### src/rtl/eth_pkg.sv
// Shared types and constants for the Ethernet L2 header extraction stage.
package eth_pkg;

    localparam int          ETH_HDR_BYTES      = 14;
    localparam int          ETH_VLAN_HDR_BYTES = 18;
    localparam logic [15:0] ETH_TPID_VLAN      = 16'h8100;
    localparam int          MAC_W              = 48;

    // The shadow register is sized for the longest header we ever parse.
    localparam int          SHADOW_BYTES       = ETH_VLAN_HDR_BYTES;

    typedef struct packed {
        logic [MAC_W-1:0] dst;
        logic [MAC_W-1:0] src;
        logic             vlan;
        logic [15:0]      tci;
        logic [15:0]      ethertype;
    } eth_hdr_t;

    typedef enum logic [2:0] {
        IDLE,
        HDR,
        HOLD,
        HOLD_LAST,
        PAYLOAD
    } hdr_state_t;

    // Byte index arithmetic sticks at all-ones instead of wrapping on very long frames.
    function automatic logic [15:0] sat_add16(input logic [15:0] a, input logic [15:0] b);
        logic [16:0] sum;
        sum = {1'b0, a} + {1'b0, b};
        return sum[16] ? 16'hFFFF : sum[15:0];
    endfunction

    // Turns the wire-order header bytes into the output record.
    // Byte 0 on the wire is the most significant byte of the destination MAC.
    function automatic eth_hdr_t pack_hdr(input logic [SHADOW_BYTES-1:0][7:0] b,
                                          input logic                         vlan);
        eth_hdr_t h;
        h = '0;
        for (int i = 0; i < 6; i++) begin
            h.dst[8*(5-i) +: 8] = b[i];
            h.src[8*(5-i) +: 8] = b[6+i];
        end
        h.vlan = vlan;
        if (vlan) begin
            h.tci       = {b[14], b[15]};
            h.ethertype = {b[16], b[17]};
        end else begin
            h.tci       = 16'h0000;
            h.ethertype = {b[12], b[13]};
        end
        return h;
    endfunction

endpackage

### src/rtl/hdr_byte_capture.sv
// Header shadow register: each lane of an incoming beat lands at byte offset
// (index + lane) while that offset still lies inside the header window.
// merged_o shows the register contents with the current beat already applied,
// so the parser can decide on the tag and load the record in the same cycle.
module hdr_byte_capture
    import eth_pkg::*;
#(
    parameter int DATA_WIDTH = 8
) (
    input  logic                        clk,
    input  logic                        rst,
    input  logic                        wr_en_i,
    input  logic [15:0]                 index_i,
    input  logic [DATA_WIDTH-1:0]       data_i,
    output logic [SHADOW_BYTES-1:0][7:0] merged_o
);

    localparam int LANES = DATA_WIDTH / 8;

    logic [SHADOW_BYTES-1:0][7:0] shadow_q;
    logic [SHADOW_BYTES-1:0][7:0] shadow_d;

    // Per-byte write enables decoded from (index, lane); lanes past the window are dropped.
    always_comb begin
        shadow_d = shadow_q;
        if (wr_en_i) begin
            for (int k = 0; k < SHADOW_BYTES; k++) begin
                for (int l = 0; l < LANES; l++) begin
                    if ((int'(index_i) + l) == k) begin
                        shadow_d[k] = data_i[8*l +: 8];
                    end
                end
            end
        end
    end

    // Shadow bytes persist between beats so a header can be assembled across many cycles.
    always_ff @(posedge clk) begin
        if (rst) begin
            shadow_q <= '0;
        end else begin
            shadow_q <= shadow_d;
        end
    end

    assign merged_o = shadow_d;

endmodule

### src/rtl/eth_hdr_extract.sv
// Ethernet L2 header extraction: captures DA, SA, an optional 802.1Q tag and
// the EtherType from a valid/ready beat stream, offers them as one record on
// the header port, then lets the rest of the frame flow through untouched.
module eth_hdr_extract
    import eth_pkg::*;
#(
    parameter int          DATA_WIDTH = 8,
    parameter logic [15:0] TPID_VLAN  = ETH_TPID_VLAN
) (
    input  logic                  clk,
    input  logic                  rst,
    input  logic [DATA_WIDTH-1:0] s_data,
    input  logic                  s_valid,
    input  logic                  s_last,
    output logic                  s_ready,
    output logic                  beat_accept,
    output logic                  frame_start,
    output logic [MAC_W-1:0]      hdr_dst_mac,
    output logic [MAC_W-1:0]      hdr_src_mac,
    output logic                  hdr_vlan,
    output logic [15:0]           hdr_vlan_tci,
    output logic [15:0]           hdr_ethertype,
    output logic                  hdr_valid,
    input  logic                  hdr_ready,
    output logic                  hdr_err
);

    localparam int          LANES   = DATA_WIDTH / 8;
    localparam logic [15:0] LANES16 = 16'(LANES);
    localparam logic [16:0] LANES17 = 17'(LANES);

    hdr_state_t                   state_q;
    hdr_state_t                   state_d;
    logic [15:0]                  byteIdx_q;
    logic [15:0]                  byteIdx_d;
    eth_hdr_t                     hdr_q;
    eth_hdr_t                     hdr_d;
    logic                         hdrErr_q;
    logic                         hdrErr_d;

    logic                         sReady;
    logic                         accept;
    logic                         capture;
    logic [15:0]                  captIdx;
    logic [16:0]                  beatEnd;
    logic                         isVlan;
    logic                         hdrDone;
    logic [SHADOW_BYTES-1:0][7:0] mergedBytes;

    hdr_byte_capture #(
        .DATA_WIDTH (DATA_WIDTH)
    ) u_capture (
        .clk      (clk),
        .rst      (rst),
        .wr_en_i  (capture),
        .index_i  (captIdx),
        .data_i   (s_data),
        .merged_o (mergedBytes)
    );

    // Beat acceptance and header-completion decode for the beat on the bus this cycle.
    always_comb begin
        sReady  = (state_q == IDLE) || (state_q == HDR) || (state_q == PAYLOAD);
        accept  = s_valid && sReady;
        capture = accept && ((state_q == IDLE) || (state_q == HDR));
        captIdx = (state_q == IDLE) ? 16'h0000 : byteIdx_q;
        beatEnd = {1'b0, captIdx} + LANES17;
        isVlan  = ({mergedBytes[12], mergedBytes[13]} == TPID_VLAN);
        // The tag bytes are only trustworthy once this frame has reached byte 13;
        // before that the shadow still holds bytes from an earlier frame.
        hdrDone = (beatEnd >= 17'(ETH_HDR_BYTES)) &&
                  (!isVlan || (beatEnd >= 17'(ETH_VLAN_HDR_BYTES)));
    end

    // Frame-level FSM: parse header, hold the record until taken, pass payload.
    always_comb begin
        state_d   = state_q;
        byteIdx_d = byteIdx_q;
        hdr_d     = hdr_q;
        hdrErr_d  = 1'b0;
        unique case (state_q)
            IDLE, HDR: begin
                if (accept) begin
                    byteIdx_d = sat_add16(captIdx, LANES16);
                    if (hdrDone) begin
                        hdr_d   = pack_hdr(mergedBytes, isVlan);
                        state_d = s_last ? HOLD_LAST : HOLD;
                    end else if (s_last) begin
                        hdrErr_d  = 1'b1;
                        byteIdx_d = 16'h0000;
                        state_d   = IDLE;
                    end else begin
                        state_d = HDR;
                    end
                end
            end
            HOLD: begin
                if (hdr_ready) begin
                    state_d = PAYLOAD;
                end
            end
            HOLD_LAST: begin
                if (hdr_ready) begin
                    byteIdx_d = 16'h0000;
                    state_d   = IDLE;
                end
            end
            PAYLOAD: begin
                if (accept) begin
                    if (s_last) begin
                        byteIdx_d = 16'h0000;
                        state_d   = IDLE;
                    end else begin
                        byteIdx_d = sat_add16(byteIdx_q, LANES16);
                    end
                end
            end
            default: begin
                byteIdx_d = 16'h0000;
                state_d   = IDLE;
            end
        endcase
    end

    // State, byte index, header record and runt pulse registers.
    always_ff @(posedge clk) begin
        if (rst) begin
            state_q   <= IDLE;
            byteIdx_q <= 16'h0000;
            hdr_q     <= '0;
            hdrErr_q  <= 1'b0;
        end else begin
            state_q   <= state_d;
            byteIdx_q <= byteIdx_d;
            hdr_q     <= hdr_d;
            hdrErr_q  <= hdrErr_d;
        end
    end

    assign s_ready       = sReady;
    assign beat_accept   = accept;
    assign frame_start   = accept && (state_q == IDLE);
    assign hdr_valid     = (state_q == HOLD) || (state_q == HOLD_LAST);
    assign hdr_err       = hdrErr_q;
    assign hdr_dst_mac   = hdr_q.dst;
    assign hdr_src_mac   = hdr_q.src;
    assign hdr_vlan      = hdr_q.vlan;
    assign hdr_vlan_tci  = hdr_q.tci;
    assign hdr_ethertype = hdr_q.ethertype;

endmodule

### config.mk
export PLATFORM = sky130hd
export DESIGN_NAME = eth_hdr_extract
export DESIGN_NICKNAME = d
export VERILOG_FILES = /design/src/rtl/eth_pkg.sv /design/src/rtl/hdr_byte_capture.sv /design/src/rtl/eth_hdr_extract.sv
export SDC_FILE = /design/constraint.sdc
export NUM_CORES = 1
export LEC_CHECK = 0
export CAP_MARGIN = 20
export CORE_ASPECT_RATIO = 1.75
export CORE_UTILIZATION = 56
export DETAILED_ROUTE_END_ITERATION = 16
export PLACE_DENSITY = 0.8
export SYNTH_ARGS = -nofsm -noshare
export SYNTH_HDL_FRONTEND = slang
export SYNTH_SLANG_ARGS = --single-unit
### constraint.sdc
create_clock -name clk -period 10.4 [get_ports clk]
set_input_delay 2.08 -clock clk [delete_from_list [all_inputs] [get_ports clk]]
set_output_delay 2.08 -clock clk [all_outputs]
set_load 0.005 [all_outputs]
==> run metrics, run 1 <==
worst reg2reg path depth=12; remaining global-route overflow=0; drt pass-1 iters=6; io pins=~150; CTS-repair resized insts=0; crit path time final=around 5.9 ns; post-synth net total=1367; clk_lat worst skew=0.55 ns; Hold Path Class=reg -> reg; Top FF cell, synth=dfxtp_1; Total Wirelength=roughly 32000 um; worst reg-to-reg setup slack=5.46 ns; nets=between 1000 and 1500; Worst setup EP type=primary output; P_sw=around 0.47 mW; VDD IR max=approximately 0.00014 V; # hold bufs at CTS=0; leading cell type in the layout, fill and taps excluded=dfxtp_1; Worst Setup Path Type=in -> out; hold slack=0.465 ns; clock root buffer=clkbuf_16; antenna violations before repair=0; most frequent cells in the layout=dfxtp_1, nor2_1, nand2_1; hold depth=2; All-Layer GR Usage=roughly 28%; Clk pwr share=between 40% and 50%; RSZ-0062 raised after global routing=false; first-pass GRT wire length=slightly above 50000 um; Power Total=2.16 mW; # rows=between 70 and 80; crit start category=primary input; fill count=about 1700; drt drc=0; CP Data Arrival Time=3.79 ns; TritonCTS clock tree=done; largest net degree at the start of global routing=185; H-Tree Depth=1; via/cell ratio=between 5 and 6; worst-path fanout max=14; Clock Path Buffers=3; worst slew pin tran=about 1.1 ns; Post-synth EDFFs=0; MaxCap Viol Count=0; critical path endpoint=beat_accept; reg-to-reg startpoint=state_q[0]$_SDFFE_PP0P_; setup bufs post-CTS=0; Die W=around 110 um; die area=~23000 um2; r2r endpoint=hdr_vlan$_SDFFE_PP0P_; sequential power share=approximately 52%; outcome=finished clean; CTS Sinks=293; clk slew on worst S/H paths=around 0.070 ns; Final setup viols=0; WL/cell=18.4 um; number of port buffers=~150; max_slew headroom=between 20 and 25%; cts bufs inserted=26; vias in the first global route=roughly 9600; Pins Over Slew Limit=0; yosys warns=0; Syn-to-layout area delta=18.8%; PwrDens=roughly 150 nW/um2; final worst-path cycle share=a little under three fifths; Cells after Synth=~1300; Async SR Flop Fraction=0%; synth unique cells=57; setup TNS=0 ns; Syn Area/Cell=roughly 9 um2; First DRT Iteration DRCs=between 700 and 800; DRT antenna net count=0; HPWL Detailed=20400 um; layout cell share with drive strength beyond 1=a little over a tenth; Final Skew=between 0.02 and 0.025 ns; Worst EP required=around 8.3 ns; die height=a little under 200 um; gpl congestion=between 0.9 and 1; number of diodes=0; share of total power in combinational logic=between 3 and 4%; Max Fclk=170 MHz; Int Pwr=between 1.5 and 2 mW; Vias=roughly 9800; Yosys reg bits=a little under 300; core area=21500 um2; sequential fraction of the synthesis area=between 40% and 50%; LEAKAGE=roughly 5 nW; final hold violation count=0; Finished Core Util=68.0%; Synth Cell Area=12300 um2; Initial Util=57.2%; Net Sw Frac=between 20% and 30%; Critical Path Start=s_valid
## per-stage QoR
stage | cell area, um2 | worst slack [ns] | std cells
finish | 14600 | 4.53 | 1735
global route | 14600 | 4.23 | 1735
CTS | 14600 | 4.56 | 1735
detailed placement | 13800 | 4.20 | 1687
global placement | 13700 | 4.31 | 1685
floorplan | 12300 | 5.70 | 1348
## worst max-delay path, cell delays in order
cell and delay [ns]:
clkdlybuf4s50_1 0.57, and2_1 0.53, clkdlybuf4s50_1 0.61
## Yosys cell counts, types with 5 or more instances
library cell,instances,area (um2)
inv_1,10,37.5
o21ai_0,23,115
buf_6,10,113
mux2_2,12,135
a21oi_1,66,330
buf_2,19,95.1
nor3_1,36,180
ha_1,6,75.1
nor4_1,15,93.8
xnor2_1,9,78.8
and3_1,5,31.3
clkbuf_1,81,304
a211oi_2,64,801
nor2_1,241,905
nand3b_1,53,398
mux2i_1,123,1230
dfxtp_1,293,5870
nor2b_1,14,87.6
nand2_1,146,548
or2_2,5,31.3
nor3_2,11,110
or3_1,8,50.1
nand3_1,32,160
nand2b_1,5,31.3
## sequential cells by signal, summed over array words and instances (netlist names), 3 cells and up
name	cells
u_capture.shadow_q	144
hdr_dst_mac	48
hdr_vlan_tci	16
byteIdx_q	16
hdr_ethertype	16
hdr_src_mac	48
state_q	3
## per-layer routing
layer | wire length, um | share of wire, % | track usage [%]
met1 | 12700 | 40 | 32.4
met4 | 1480 | 4.6 | 14.6
met5 | 0 | 0 | 0
met2 | 16200 | 51 | 49.7
met3 | 1660 | 5.2 | 4.90
## logic make-up after synthesis
logic type                 after synthesis  synth area share, %
and+or+nand+nor                        588                 22.5
adders and majority gates                6                0.610
xor gates and xnor gates                13                0.926
AOI/OAI and AO/OA                      190                 12.6
buffers and inverters                  123                 4.62
muxes                                  135                 11.1
DFF                                    293                 47.7
## power groups by stage
| stage | sequential [mW] | combinational (mW) | clock (mW) |
|---|---|---|---|
| global placement | 1.15 | 0.0637 | 0 |
| CTS | 1.13 | 0.0662 | 0.975 |
| global route | 1.13 | 0.0707 | 1.02 |
| finish | 1.13 | 0.0671 | 0.964 |
| floorplan | 1.15 | 0.0423 | 0 |
| detailed placement | 1.15 | 0.0658 | 0 |
## how the worst min path moves through the flow
stage	from	end	slack, ns
2_1_floorplan	u_capture.shadow_q[135]$_SDFF_PP0_	u_capture.shadow_q[135]$_SDFF_PP0_	0.43
3_3_place_gp	u_capture.shadow_q[135]$_SDFF_PP0_	u_capture.shadow_q[135]$_SDFF_PP0_	0.44
3_5_place_dp	u_capture.shadow_q[130]$_SDFF_PP0_	u_capture.shadow_q[130]$_SDFF_PP0_	0.46
4_1_cts	u_capture.shadow_q[130]$_SDFF_PP0_	u_capture.shadow_q[130]$_SDFF_PP0_	0.46
5_1_grt	u_capture.shadow_q[130]$_SDFF_PP0_	u_capture.shadow_q[130]$_SDFF_PP0_	0.49
6_report	u_capture.shadow_q[139]$_SDFF_PP0_	u_capture.shadow_q[139]$_SDFF_PP0_	0.47
## cell type report
type                    instances  area (um2)  share of cell area, %
repair buffers                160        1610                   11.0
multi-input cells             932        5880                   40.2
clock inverters                 7        45.0                  0.308
clock buffers                  41         818                   5.60
well taps                     292         365                   2.50
flip-flops and latches        293        5870                   40.1
inverters                      10        37.5                  0.257
Power figures use the tool's default switching activity.
==> run 2, diff against run 1 <==
- CORE_UTILIZATION: 56 -> 50
- PLACE_DENSITY: 0.8 -> 0.76
- clock period: 10.4 -> 4.9 ns (I/O delays scaled with it)
==> run 2 against run 1 <==
- register-to-register slack lost 4.9 ns
- worst setup slack lost 3.9 ns
- design area grew 1.1%
==> run metrics, run 2 (synthesis gave the netlist of run 1 again) <==
outcome=finished clean; Worst EP required=roughly 5.3 ns; # hold bufs at CTS=0; number of port buffers=~150; remaining global-route overflow=0; MaxCap Viol Count=0; gpl congestion=around 0.96; clock root buffer=clkbuf_16; cell area after layout=around 15000 um2; crit start category=flip-flop; VDD IR max=approximately 0.00029 V; core area=~24000 um2; Int Pwr=3.77 mW; nets=between 1000 and 1500; HPWL Detailed=~21000 um; antenna violations before repair=0; # rows=between 70 and 80; CP max stage cell=or4bb_1; Worst setup EP type=flip-flop; most frequent cells in the layout=dfxtp_1, nor2_1, nand2_1; io pins=147; Hold Path Class=reg -> reg; crit path time final=roughly 4.3 ns; Initial Util=51.2%; largest net degree at the start of global routing=200; RSZ-0062 raised after global routing=false; Clock Path Buffers=3; LEAKAGE=roughly 5 nW; TritonCTS clock tree=done; Net Sw Frac=21.0%; Max Fclk=about 230 MHz; crit path cell chain=or3_1, nand2_1, ha_1, or4bb_1, nor3_4, mux2i_1, or4_4, o21ai_4, a21oi_4, buf_12, nor2_1, a211oi_2; All-Layer GR Usage=between 20% and 30%; final hold violation count=0; First DRT Iteration DRCs=between 700 and 800; layout cell share with drive strength beyond 1=11.5%; Vias=approximately 10000; fill count=~2100; sequential power share=roughly 50%; drt drc=0; drt pass-1 iters=5; die height=around 210 um; largest register by flop count=u_capture.shadow_q; Final setup viols=0; number of diodes=0; Area after DPL=about 14000 um2; CTS-repair resized insts=0; Crit path buffers/inverters=1; clk slew on worst S/H paths=~0.07 ns; WL/cell=around 18 um; max_slew headroom=between 15 and 20%; PwrDens=approximately 320 nW/um2; Worst Setup Path Type=reg -> reg; final worst-path cycle share=roughly 88%; H-Tree Depth=1; Die W=about 120 um; DRT antenna net count=0; cts bufs inserted=27; worst slew pin tran=1.25 ns; Total Wirelength=31900 um; share of total power in combinational logic=approximately 3.1%; die area=approximately 25000 um2; CP delay by family, top=simple AND/OR/NAND/NOR gates; vias in the first global route=roughly 9400; worst-path fanout max=between 150 and 200; via/cell ratio=5.58; Clk pwr share=between 40% and 50%; Power Total=between 4 and 5 mW; CP Data Arrival Time=roughly 4.7 ns; first-pass GRT wire length=about 50000 um; clk_lat worst skew=~0.54 ns; CP max stage delay=between 0.6 and 0.7 ns; setup TNS=0 ns; setup bufs post-CTS=0; leading cell type in the layout, fill and taps excluded=dfxtp_1; max reg flops=between 100 and 150; Pins Over Slew Limit=0; P_sw=approximately 1 mW; Syn-to-layout area delta=20.2%; CTS Sinks=around 290; Final Skew=~0.011 ns
## run 2: cell types whose count changed in the layout (fill, tap and decap cells not counted), moves of 2 or more
cell	previous run	this run
bufinv_16	0	4
clkinv_4	2	0
buf_4	11	19
buf_12	1	3
## run 2: cell type report
type,count,area [um2],area share [%]
Tap cell,308,385,2.61
Timing Repair Buffer,168,1670,11.3
Multi-Input combinational cell,932,5880,39.8
Clock inverter,9,149,1.01
Inverter,10,37.5,0.254
Clock buffer,39,801,5.42
Sequential cell,293,5870,39.7
## run 2: final timing paths
path	startpoint	endpoint	slack, ns	depth (start not counted)
max	state_q[1]$_SDFFE_PP0P_	hdr_dst_mac[5]$_SDFFE_PP0P_	0.59	12
min	hdr_vlan$_SDFFE_PP0P_	hdr_vlan$_SDFFE_PP0P_	0.45	2
max reg2reg	state_q[1]$_SDFFE_PP0P_	hdr_dst_mac[5]$_SDFFE_PP0P_	0.59	12
min reg2reg	hdr_vlan$_SDFFE_PP0P_	hdr_vlan$_SDFFE_PP0P_	0.45	2
## run 2: per-layer routing
metal  GRT usage [%]  part of all wire, %
met5               0                    0
met3            4.18                  5.2
met1            29.4                   40
met2            43.1                   50
met4            12.7                  4.5
## run 2: per-stage QoR
stage	setup slack, ns	util [%]	hold WS, ns	instances
final	0.593	61.5	0.450	1759
after global routing	0.436	61.5	0.489	1759
after CTS	0.674	61.5	0.452	1759
after detailed placement	0.502	57.6	0.445	1711
after global placement	0.539	57.6	0.442	1711
after floorplan	1.30	-	0.433	1348
## run 2: worst register-to-register path, stage by stage, from the launching register on
cell and delay, ns:
dfxtp_1 0.45, or3_1 0.48, nand2_1 0.15, ha_1 0.23, or4bb_1 0.67, nor3_4 0.39, mux2i_1 0.15, or4_4 0.55
o21ai_4 0.21, a21oi_4 0.09, buf_12 0.27, nor2_1 0.46, a211oi_2 0.07
## run 2: power groups by stage
stage,logic (mW),registers (mW),clock network (mW)
finish,0.146,2.39,2.24
global route,0.154,2.39,2.38
CTS,0.144,2.39,2.27
detailed placement,0.144,2.44,0
global placement,0.143,2.44,0
floorplan,0.0898,2.44,0
==> run 3, diff against run 2 <==
- CORE_UTILIZATION: 50 -> 56
- DONT_BUFFER_PORTS: unset -> 1
- PLACE_DENSITY: 0.76 -> 0.74
==> run 3 against run 2 <==
- final cell count decreased by 9.8%
- clock skew grew 0.012 ns
- combinational power fell by 65%
- critical endpoint is now hdr_dst_mac[3]$_SDFFE_PP0P_
==> run metrics, run 3 (synthesis gave the netlist of run 1 again) <==
outcome=finished clean; via/cell ratio=a little under 6; CP Data Arrival Time=between 4 and 5 ns; setup TNS=0 ns; CP max stage delay=0.66 ns; # hold bufs at CTS=0; Die W=between 100 and 150 um; met2 usage=47.8%; setup bufs post-CTS=0; Worst Setup Path Type=reg -> reg; largest net degree at the start of global routing=roughly 300; crit start category=flip-flop; H-Tree Depth=1; antenna violations before repair=0; Max Fclk=between 200 and 250 MHz; leading cell type in the layout, fill and taps excluded=dfxtp_1; die height=between 150 and 200 um; VDD IR max=about 0.00047 V; Crit path buffers/inverters=1; Pins Over Slew Limit=0; share of total power in combinational logic=roughly 1.1%; worst slew pin tran=a little over 1 ns; Net Sw Frac=a little over a fifth; hold slack=roughly 0.46 ns; number of diodes=0; layout cell share with drive strength beyond 1=a little under an eighth; crit path time final=around 4.5 ns; Clock Path Buffers=3; final hold violation count=0; nets=1294; Worst EP required=around 5.3 ns; Worst setup EP type=flip-flop; CTS Sinks=between 200 and 300; Clk pwr share=between 40% and 50%; clk slew on worst S/H paths=roughly 0.070 ns; io pins=~150; CTS-repair resized insts=0; Initial Util=a little under three fifths; first-pass GRT wire length=around 48000 um; die area=between 20000 and 25000 um2; core area=approximately 21000 um2; # rows=71; drt drc=0; cts bufs inserted=26; GRT busiest layer=met2; vias in the first global route=8956; drt pass-1 iters=5; CP max stage cell=or4bb_1; Syn-to-layout area delta=6.53%; clock root buffer=clkbuf_16; PwrDens=340 nW/um2; clk_lat worst skew=about 0.55 ns; TritonCTS clock tree=done; DRT antenna net count=0; First DRT Iteration DRCs=~700; All-Layer GR Usage=26.8%; CP delay by family, top=simple AND/OR/NAND/NOR gates; LEAKAGE=approximately 4.5 nW; number of port buffers=0; met1 GRT Util=a little under a third; sequential power share=53.5%; Int Pwr=3.53 mW; Total Wirelength=between 30000 and 40000 um; max reg flops=about 140; worst-path fanout max=153; crit path cell chain=or3_1, nand2_1, ha_1, or4bb_1, nor3_4, mux2i_1, or4_4, o21ai_4, a21oi_4, buf_12, nor2_1, a211oi_2; P_sw=between 0.9 and 1 mW; gpl congestion=about 1; Vias=between 9000 and 10000; Final setup viols=0; final worst-path cycle share=roughly 91%; Final Skew=about 0.023 ns; HPWL Detailed=between 15000 and 20000 um; remaining global-route overflow=0; max_slew headroom=~33%; RSZ-0062 raised after global routing=false; met3 Track Usage GR=roughly 6.5%; MaxCap Viol Count=0; WL/cell=~19 um; most frequent cells in the layout=dfxtp_1, nor2_1, nand2_1; Hold Path Class=reg -> reg; largest register by flop count=u_capture.shadow_q
## run 3: cell count changes in the layout (fill, tap and decap cells not counted), sizes merged
cell           before  now
clkdlybuf4s50     145    0
buf                23   12
clkbuf             39   32
clkinv              4    9
clkinvlp            0    3
bufinv              4    2
## run 3: worst reg2reg max path, stage by stage (launching register included)
cell and delay [ns]:
dfxtp_1 0.40, or3_1 0.54, nand2_1 0.17, ha_1 0.21, or4bb_1 0.66, nor3_4 0.52
mux2i_1 0.18, or4_4 0.56, o21ai_4 0.21, a21oi_4 0.12, buf_12 0.30, nor2_1 0.37
a211oi_2 0.07
## run 3: power by group through the flow
| stage | combinational [mW] | sequential [mW] | clock, mW |
|---|---|---|---|
| global placement | 0.0499 | 2.44 | 0 |
| detailed placement | 0.0503 | 2.44 | 0 |
| global route | 0.0542 | 2.39 | 2.15 |
| CTS | 0.0504 | 2.39 | 2.06 |
| floorplan | 0.0898 | 2.44 | 0 |
| finish | 0.0512 | 2.39 | 2.02 |
## run 3: stage by stage
step                      area, um2  setup WS [ns]  cells  utilization [%]  total power [mW]
after floorplan               12300           1.30   1348                -              2.53
after global placement        12300          0.704   1539             57.0              2.49
after detailed placement      12300          0.547   1539             57.0              2.49
after CTS                     13100          0.503   1586             61.0              4.50
after global routing          13100          0.216   1586             61.0              4.59
final                         13100          0.436   1586             61.0              4.46
## run 3: final timing paths
check	start	end	slack, ns	cells after the start
worst max-delay path	state_q[2]$_SDFFE_PP0P_	hdr_dst_mac[3]$_SDFFE_PP0P_	0.44	12
worst min-delay path	u_capture.shadow_q[137]$_SDFF_PP0_	u_capture.shadow_q[137]$_SDFF_PP0_	0.46	2
worst max register to register	state_q[2]$_SDFFE_PP0P_	hdr_dst_mac[3]$_SDFFE_PP0P_	0.44	12
worst min register to register	u_capture.shadow_q[137]$_SDFF_PP0_	u_capture.shadow_q[137]$_SDFF_PP0_	0.46	2
## run 3: layout make-up
cell class,count,area [um2]
Timing Repair Buffer,12,115
Fill cell,1918,8390
Clock inverter,15,151
Tap cell,292,365
Sequential cell,293,5870
Inverter,10,37.5
Clock buffer,32,693
Multi-Input combinational cell,932,5880
## run 3: per-layer routing
metal	vias up	part of all wire [%]
met5	-	0
met3	83	6.6
met1	4362	39
met2	256	51
li1	4475	-
met4	0	3.7
